[config.mk]
export PLATFORM = sky130hd
export DESIGN_NAME = param_sync_fifo
export DESIGN_NICKNAME = d
export VERILOG_FILES = /design/src/rtl/fifo_pkg.sv /design/src/rtl/fifo_mem_2p.sv /design/src/rtl/param_sync_fifo.sv
export SDC_FILE = /design/constraint.sdc
export NUM_CORES = 1
export LEC_CHECK = 0
export BUFFER_PORTS_ARGS = -buffer_cell sky130_fd_sc_hd__buf_2
export CAP_MARGIN = 40
export CORE_UTILIZATION = 50
export CTS_CLUSTER_DIAMETER = 60
export CTS_CLUSTER_SIZE = 14
export DETAILED_ROUTE_END_ITERATION = 8
export PLACE_DENSITY = 0.8
export REMOVE_ABC_BUFFERS = 1
export SETUP_SLACK_MARGIN = 0.2
export SYNTH_ARGS = -nofsm -noshare
export SYNTH_HDL_FRONTEND = slang
export SYNTH_HIERARCHICAL = 1
export SYNTH_SLANG_ARGS = --single-unit
export TNS_END_PERCENT = 100
[constraint.sdc]
create_clock -name clk -period 2.1 [get_ports clk]
set_input_delay 0 -clock clk [delete_from_list [all_inputs] [get_ports clk]]
set_output_delay 0 -clock clk [all_outputs]
set_load 0.005 [all_outputs]
[src/rtl/fifo_pkg.sv]
// fifo_pkg
//   Shared definitions for the parametrised single-clock FIFO.
//   FIFO_DATA_W_DEF / FIFO_ADDR_W_DEF : default word width and pointer width.
//   fifo_status_t                     : status flag bundle, decoded from the
//                                       registered occupancy count and the
//                                       sticky error flags.
package fifo_pkg;

  localparam int FIFO_DATA_W_DEF = 8;
  localparam int FIFO_ADDR_W_DEF = 3;

  typedef struct packed {
    logic full;
    logic empty;
    logic almost_full;
    logic almost_empty;
    logic overflow;
    logic underflow;
  } fifo_status_t;

endpackage

[src/rtl/fifo_mem_2p.sv]
// fifo_mem_2p
//   DEPTH x DATA_W storage array for the FIFO. It has one synchronous write
//   port and one asynchronous read port. Contents are never reset.
// Ports
//   clk    in   1        write clock
//   we     in   1        write enable
//   waddr  in   ADDR_W   write address
//   wdata  in   DATA_W   write data
//   raddr  in   ADDR_W   read address
//   rdata  out  DATA_W   read data, combinational from raddr
module fifo_mem_2p #(
  parameter int DATA_W = 8,
  parameter int ADDR_W = 3
) (
  input  logic              clk,
  input  logic              we,
  input  logic [ADDR_W-1:0] waddr,
  input  logic [DATA_W-1:0] wdata,
  input  logic [ADDR_W-1:0] raddr,
  output logic [DATA_W-1:0] rdata
);

  localparam int DEPTH = 1 << ADDR_W;

  logic [DATA_W-1:0] mem [DEPTH];

  always_ff @(posedge clk) begin
    if (we) begin
      mem[waddr] <= wdata;
    end
  end

  assign rdata = mem[raddr];

endmodule

[src/rtl/param_sync_fifo.sv]
// param_sync_fifo
//   Parametrised single-clock FIFO. It buffers operand and ciphertext words
//   between the host/UART side and the modular-exponent core.
//   Build option: define PARAM_SYNC_FIFO_FWFT_EN to select first-word-fall-through
//   reads. When it is undefined, reads are registered with a 1-cycle latency.
// Handshake
//   A push is accepted on a rising edge when wr_en && !full.
//   A pop is accepted on a rising edge when rd_en && !empty.
//   A rejected push sets the sticky overflow flag. A rejected pop sets the
//   sticky underflow flag. flush takes priority over both requests.
//   Standard mode: rd_valid pulses for one cycle after each accepted pop, and
//   rd_data holds that word.
//   FWFT mode: rd_valid = !empty, and rd_data shows the head word. rd_en
//   acknowledges the shown word.
// Ports
//   clk, rst_n           clock, asynchronous active-low reset
//   flush                synchronous clear of pointers, count and error flags
//   wr_en, wr_data       push request and data
//   rd_en                pop request (acknowledge in FWFT mode)
//   rd_data, rd_valid    popped word and its qualifier
//   full, empty          count == DEPTH / count == 0
//   almost_full          count >= AFULL_TH
//   almost_empty         count <= AEMPTY_TH
//   count                occupancy 0..DEPTH
//   overflow, underflow  sticky error flags
module param_sync_fifo
  import fifo_pkg::*;
#(
  parameter int DATA_W    = FIFO_DATA_W_DEF,
  parameter int ADDR_W    = FIFO_ADDR_W_DEF,
  parameter int AFULL_TH  = (1 << ADDR_W) - 1,
  parameter int AEMPTY_TH = 1
) (
  input  logic              clk,
  input  logic              rst_n,
  input  logic              flush,
  input  logic              wr_en,
  input  logic [DATA_W-1:0] wr_data,
  input  logic              rd_en,
  output logic [DATA_W-1:0] rd_data,
  output logic              rd_valid,
  output logic              full,
  output logic              empty,
  output logic              almost_full,
  output logic              almost_empty,
  output logic [ADDR_W:0]   count,
  output logic              overflow,
  output logic              underflow
);

  localparam int              DEPTH     = 1 << ADDR_W;
  localparam logic [ADDR_W:0] DEPTH_C   = (ADDR_W + 1)'(DEPTH);
  localparam logic [ADDR_W:0] AFULL_C   = (ADDR_W + 1)'(AFULL_TH);
  localparam logic [ADDR_W:0] AEMPTY_C  = (ADDR_W + 1)'(AEMPTY_TH);

  logic [ADDR_W-1:0] wr_ptr;
  logic [ADDR_W-1:0] rd_ptr;
  logic [ADDR_W:0]   count_q;
  logic              overflow_q;
  logic              underflow_q;
  logic [DATA_W-1:0] mem_rdata;
  logic              push_ok;
  logic              pop_ok;
  fifo_status_t      status;

  // Flags come only from registered state, so no request input reaches them combinationally.
  always_comb begin
    status              = '0;
    status.full         = (count_q == DEPTH_C);
    status.empty        = (count_q == '0);
    status.almost_full  = (count_q >= AFULL_C);
    status.almost_empty = (count_q <= AEMPTY_C);
    status.overflow     = overflow_q;
    status.underflow    = underflow_q;
  end

  assign push_ok = wr_en && !status.full;
  assign pop_ok  = rd_en && !status.empty;

  always_ff @(posedge clk or negedge rst_n) begin
    if (!rst_n) begin
      wr_ptr      <= '0;
      rd_ptr      <= '0;
      count_q     <= '0;
      overflow_q  <= 1'b0;
      underflow_q <= 1'b0;
    end else if (flush) begin
      wr_ptr      <= '0;
      rd_ptr      <= '0;
      count_q     <= '0;
      overflow_q  <= 1'b0;
      underflow_q <= 1'b0;
    end else begin
      // Pointers are exactly ADDR_W bits, so they wrap at DEPTH without extra logic.
      if (push_ok) wr_ptr <= wr_ptr + 1'b1;
      if (pop_ok)  rd_ptr <= rd_ptr + 1'b1;
      case ({push_ok, pop_ok})
        2'b10:   count_q <= count_q + 1'b1;
        2'b01:   count_q <= count_q - 1'b1;
        default: count_q <= count_q;
      endcase
      if (wr_en && status.full)  overflow_q  <= 1'b1;
      if (rd_en && status.empty) underflow_q <= 1'b1;
    end
  end

  fifo_mem_2p #(
    .DATA_W (DATA_W),
    .ADDR_W (ADDR_W)
  ) u_mem (
    .clk   (clk),
    .we    (push_ok && !flush),
    .waddr (wr_ptr),
    .wdata (wr_data),
    .raddr (rd_ptr),
    .rdata (mem_rdata)
  );

`ifdef PARAM_SYNC_FIFO_FWFT_EN
  // The head word is shown directly. The word is masked to zero while the
  // FIFO is empty, so stale memory never appears on rd_data.
  assign rd_data  = status.empty ? '0 : mem_rdata;
  assign rd_valid = !status.empty;
`else
  logic [DATA_W-1:0] rd_data_q;
  logic              rd_valid_q;

  always_ff @(posedge clk or negedge rst_n) begin
    if (!rst_n) begin
      rd_data_q  <= '0;
      rd_valid_q <= 1'b0;
    end else if (flush) begin
      rd_valid_q <= 1'b0;
    end else begin
      rd_valid_q <= pop_ok;
      if (pop_ok) rd_data_q <= mem_rdata;
    end
  end

  assign rd_data  = rd_data_q;
  assign rd_valid = rd_valid_q;
`endif

  assign full         = status.full;
  assign empty        = status.empty;
  assign almost_full  = status.almost_full;
  assign almost_empty = status.almost_empty;
  assign overflow     = status.overflow;
  assign underflow    = status.underflow;
  assign count        = count_q;

endmodule
==> Yosys cells after proc, flatten, opt, wreduce, memory -nomap -nowiden <==
Memory sizes are Yosys's and may differ from the RTL's. A register that Yosys moved wholly into a read port is not among the register bits.
Index checks and enable logic that the tools add are counted.
{ "totals": {"register_bits": 13, "latchBits": 0, "ram_bits": 64, "mem_bits_ro": 0, "output_inout_bits": 19, "wordCells": 46, "mem_count": 1} }
{ "classes": {"n_addsub": 4, "mul": 0, "div": 0, "order_cmp": 2, "eq_ne": 3, "n_shift": 0, "n_mux": 13, "n_bitwise": 1, "n_reduce_logical": 16} }
{ "mem_list": {"columns": ["memory", "words", "word_bits", "read_ports", "rd_clocked_by_memory_dff", "wr", "line", "source"], "rows": [
  ["u_mem.mem", 8, 8, 1, 1, 1, "fifo_mem_2p.sv:25", "logic [DATA_W-1:0] mem [DEPTH];"]
]} }
{ "ops": {"columns": ["op", "count"], "rows": [
  ["two-way mux 3 bit", 4],
  ["one-hot mux 4 bit (2 select lines)", 1],
  ["nonzero test 2 bit", 4],
  ["two-way mux 1 bit", 7],
  ["adder 3 x 1 -> 3 bit, second input constant", 2],
  ["logical AND 1 bit", 5],
  ["adder 4 x 1 -> 4 bit, second input constant", 1],
  ["equality test 4 bit, second input constant", 1],
  ["greater-or-equal comparator 4 x 3 -> 1 bit, second input constant", 1],
  ["less-or-equal comparator 4 x 1 -> 1 bit, second input constant", 1],
  ["zero test 1 bit", 4],
  ["zero test 4 bit", 1],
  ["two-way mux 4 bit", 1],
  ["subtractor 4 x 1 -> 4 bit, second input constant", 1],
  ["nonzero test 3 bit", 1],
  ["equality test 2 x 1 -> 1 bit, second input constant", 1],
  ["equality test 2 bit, second input constant", 1],
  ["AND reduction 2 bit", 1],
  ["NOT 1 bit", 1]
]} }

==> Depth between registers and ports, before layout <==
{ "logic_depth": {"ltp_word": 6, "ltp_mapped": 8, "mapped_depth_nobuf": 7} }

==> Hierarchy <==
The synthesis kept the hierarchy.
{ "by_module_without_submodules": {"columns": ["module", "n_inst", "cells_per_inst", "area_per_inst_um2"], "rows": [
  ["fifo_mem_2p", 1, 106, 2531.2],
  ["param_sync_fifo", 1, 107, 1163.6]
]} }

==> Worst setup path before layout <==
Ideal clock, no wire load.
{ "synth_path": {"path_type": "register -> register", "from": "register count_q[0], in the netlist count[0]", "to": "memory u_mem.mem[0][0], enable pin", "arrival_ps": 1872, "required_time_ps": 1717, "setup_slack_ps": -155, "path_stages_with_launch": 9, "path_buffers": 1, "path_cell_list": "dfrtp_1 inv_1 ha_1 buf_4 nand3b_1 nand2_1 nor2_1 nand2b_1 nor3_1"} }
{ "synth_between": {"elab_chain_cells": 6} }
{ "synth_rtl": {"columns": ["item", "line", "source"], "rows": [
  ["from (decl)", "param_sync_fifo.sv:58", "logic [ADDR_W:0] count_q;"],
  ["from (signal assigned)", "param_sync_fifo.sv:98", "2'b10: count_q <= count_q + 1'b1;"],
  ["from (signal assigned)", "param_sync_fifo.sv:99", "2'b01: count_q <= count_q - 1'b1;"],
  ["from (signal assigned)", "param_sync_fifo.sv:100", "default: count_q <= count_q;"],
  ["equality test 4 bit", "param_sync_fifo.sv:69", "status.full = (count_q == DEPTH_C);"],
  ["zero test 1 bit", "param_sync_fifo.sv:77", "assign push_ok = wr_en && !status.full;"],
  ["logical AND 1 bit", "param_sync_fifo.sv:77", null],
  ["logical AND 1 bit", "param_sync_fifo.sv:112", ".we (push_ok && !flush),"],
  ["two-way mux 1 bit", "fifo_mem_2p.sv:28", "if (we) begin"],
  ["two-way mux 1 bit (not written as such)", "fifo_mem_2p.sv:29", "mem[waddr] <= wdata;"],
  ["to (decl)", "fifo_mem_2p.sv:25", null]
]} }
No other way between the ends.

==> Worst setup path after layout <==
{ "layout_path": {"from": "register count_q[1], in the netlist count[1]", "to": "memory u_mem.mem[4][1], enable pin"} }
Same word-level chain as after synthesis.

==> impl_results.md <==
- CTS tree: built
- Worst Path Arrival: 1.92 ns
- Net Sw Power: between 1 and 1.5 mW
- Effective utilization at floorplan: 0.529
- Core area: roughly 7000 µm²
- Max Slew Vio Count: 0
- DRT antenna net count: 0
- DRT iter0 DRCs: 154
- Seq/Total Area, Yosys: 0.662
- Final Skew: 0.0112 ns
- Ys Warns: 6
- Nets: 292
- Post-synthesis cell type count: 42
- Vias in the first global route: 1,902
- Count of final setup violators: 0
- Fin cells: around 380
- Worst slew margin: 0.667
- FMAX: 537 MHz
- Num CTS Buffers: 9
- Die outline height: between 80 and 90 µm
- WHS: between 0.03 and 0.04 ns
- Cells on worst reg2reg path: 9
- Pin count of the biggest net entering global routing: 22
- Async set-or-reset flop fraction in the synthesized netlist: 0.247
- Hpwl dp: approximately 4200 µm
- Root Driver: clkbuf_8
- Worst VDD drop: 596 µV
- Fin Setup TNS: 0 ns
- Max-cap violations: 0
- Biggest area consumer among synthesized cells: edfxtp_1
- Layout area overhead: 19.3%
- Mapped Cells: around 210
- Post-Syn Area per Cell: ~17 µm²
- Final Hold Viols: 0
- Worst r2r src: count[1]$_DFFE_PN0P_
- Final period util: 0.886
- First-pass GRT wire length: approximately 10,000 µm
- Syn Std Cell Area: between 3000 and 4000 µm²
- Detailed Routing Iterations Pass 1: 4
- Wire per inst: between 15 and 20 µm
- Clock latency on the worst-skew pair: 0.35 ns
- Post-synth EDFFs: 64
- Status: complete, no violations
- Sw frac: 0.300
- Hold Path Class: input port to flop
- Worst-margin pin slew: 0.500 ns
- Antenna violations before repair: 0
- IO Pins: 32
- Crit-path max FO: 8
- CTS Buffer Depth: 2
- Synth top area share: 0.520
- H-tree depth: 3
- Placer congestion estimate: roughly 0.77
- Pleak: between 1.5 and 2 nW
- Seq pwr share: 0.445
- Overall global routing resource usage: 0.190
- Fin crit period: roughly 1.9 ns
- RSZ-0062 raised after global routing: no
- Clock Power Share: 0.237
- Die Wd: slightly below 90 µm
- Via count: roughly 2,000
- Layout cells sized above 1: 0.369
- CP Capture Point: u_mem/mem[4][1]$_DFFE_PP_
- DRC errors left: 0
- Comb pwr share: 0.318
- Placed cell count: roughly 350
- Via density: ~5.4
- Commonest cells after routing, fill and taps aside: edfxtp_1 (64), buf_2 (31), dfrtp_1 (21)
- Critical Path Source: count[1]$_DFFE_PN0P_
- Placed cell area: 4030 µm²
- CTS sink count: between 80 and 90
- Fin area: 4410 µm²
- Req. time, crit path: around 2.2 ns
- Cell Int Power: 3.30 mW
- Synth area leaders: edfxtp_1 (52%), dfrtp_1 (14%), mux4_1 (11%), mux2_4 (3.7%), mux2_2 (2.4%)
- Yosys reg bits: 85
- CTS clock-pin slew for the worst setup and hold paths: 0.09 ns
- Total gr overflow: 0
- Worst reg2reg setup slack: ~0.24 ns
- Die ar.: approximately 7700 µm²
- P per Cell Area: between 1000 and 1500 nW/µm²
- Critical path class: flop to flop
- Worst r2r dst: u_mem/mem[4][1]$_DFFE_PP_
- Layout fillers: between 500 and 600
- IO buf count: 31
- Post-synth top flop: edfxtp_1
- # rows: 30
- Commonest non-fill, non-tap cell in the layout: edfxtp_1
- Startpoint types: flop
- Post-Route WL: 6910 µm
- Ant diodes: 0
- Crit end category: flop
==> layer usage <==
layer  routed length (µm)  share of wire  GRT usage
met4                   40         0.0058     0.0700
met1                 3150           0.46      0.262
met5                    0              0          0
met2                 3420           0.50      0.296
met3                  300          0.043     0.0481
==> flip-flops by register name (all words and copies together), names as in the netlist <==
signal and flops:
u_mem/mem 64, rd_data 8, overflow 1, rd_valid 1, underflow 1, wr_ptr 3, count 4, rd_ptr 3
==> power groups by stage <==
stage,Clock (mW),Combinational [mW],Sequential [mW]
final,1.12,1.50,2.10
after global routing,1.21,1.62,2.11
after CTS,1.13,1.44,2.09
after detailed placement,0,1.39,2.12
after global placement,0,1.35,2.12
after floorplan,0,0.775,2.17
==> final cells by class <==
type,instances,area [µm²],area share
Timing Repair Buffer,63,453,0.103
Multi-Input combinational cell,110,1180,0.267
Clock buffer,9,124,0.0281
Inverter,5,18.8,0.00426
Sequential cell,85,2450,0.555
Clock inverter,7,67.6,0.0153
Tap cell,96,120,0.0273
==> worst max-delay path: stages, from the launching register on <==
cell      delay (ns)
dfrtp_1         0.39
inv_2           0.07
ha_4            0.16
buf_6           0.13
nand3b_1        0.14
nand2_2         0.10
nor2_4          0.14
nand2_2         0.10
nor3_2          0.13
buf_4           0.22
==> per-stage QoR <==
step | utilization | power [mW] | setup WS, ns
after floorplan | - | 2.95 | -0.101
after global placement | 0.576 | 3.47 | 0.0657
after detailed placement | 0.577 | 3.51 | 0.185
after CTS | 0.621 | 4.66 | 0.206
after global routing | 0.631 | 4.94 | 0.149
final | 0.631 | 4.71 | 0.238
==> worst min path at each step <==
stage	from	end	slack [ns]	cells past startpoint
floorplan	rst_n	count[0]$_DFFE_PN0P_	-0.30	0
global placement	rst_n	overflow$_DFFE_PN0P_	-0.02	1
detailed placement	rst_n	overflow$_DFFE_PN0P_	-0.02	1
CTS	rd_en	rd_ptr[1]$_DFFE_PN0P_	0.02	3
global route	rd_en	rd_ptr[1]$_DFFE_PN0P_	0.05	3
finish	rd_en	rd_ptr[1]$_DFFE_PN0P_	0.04	3
==> cell families after synthesis <==
family,share of synthesized area
multiplexers,0.176
XOR/XNOR,0.00948
AO/OA/AOI/OAI,0.0281
AND/OR/NAND/NOR,0.0752
adder cells (fa/ha/maj),0.0169
flip-flops,0.662
buffers and inverters,0.0315
==> cell usage after synthesis (4+ instances only) <==
master and n:
mux2_2 8, mux2_4 9, ha_1 5, nor2_1 18, nand2_1 12, inv_1 4, a21oi_1 4, nand2b_1 5
edfxtp_1 64, dfrtp_1 21, mux4_1 15, nand3_1 6, nor3_1 4
==> timing repair <==
action / CTS / global route
hold buffers: 9 / 0
pin swaps: 5 / 4
setup buffers: 3 / 1
endpoints found under the hold margin: 85 / 0
setup endpoints to repair: 35 / 65
resized for setup: 2 / 16
(Power assumes the default switching activity.)
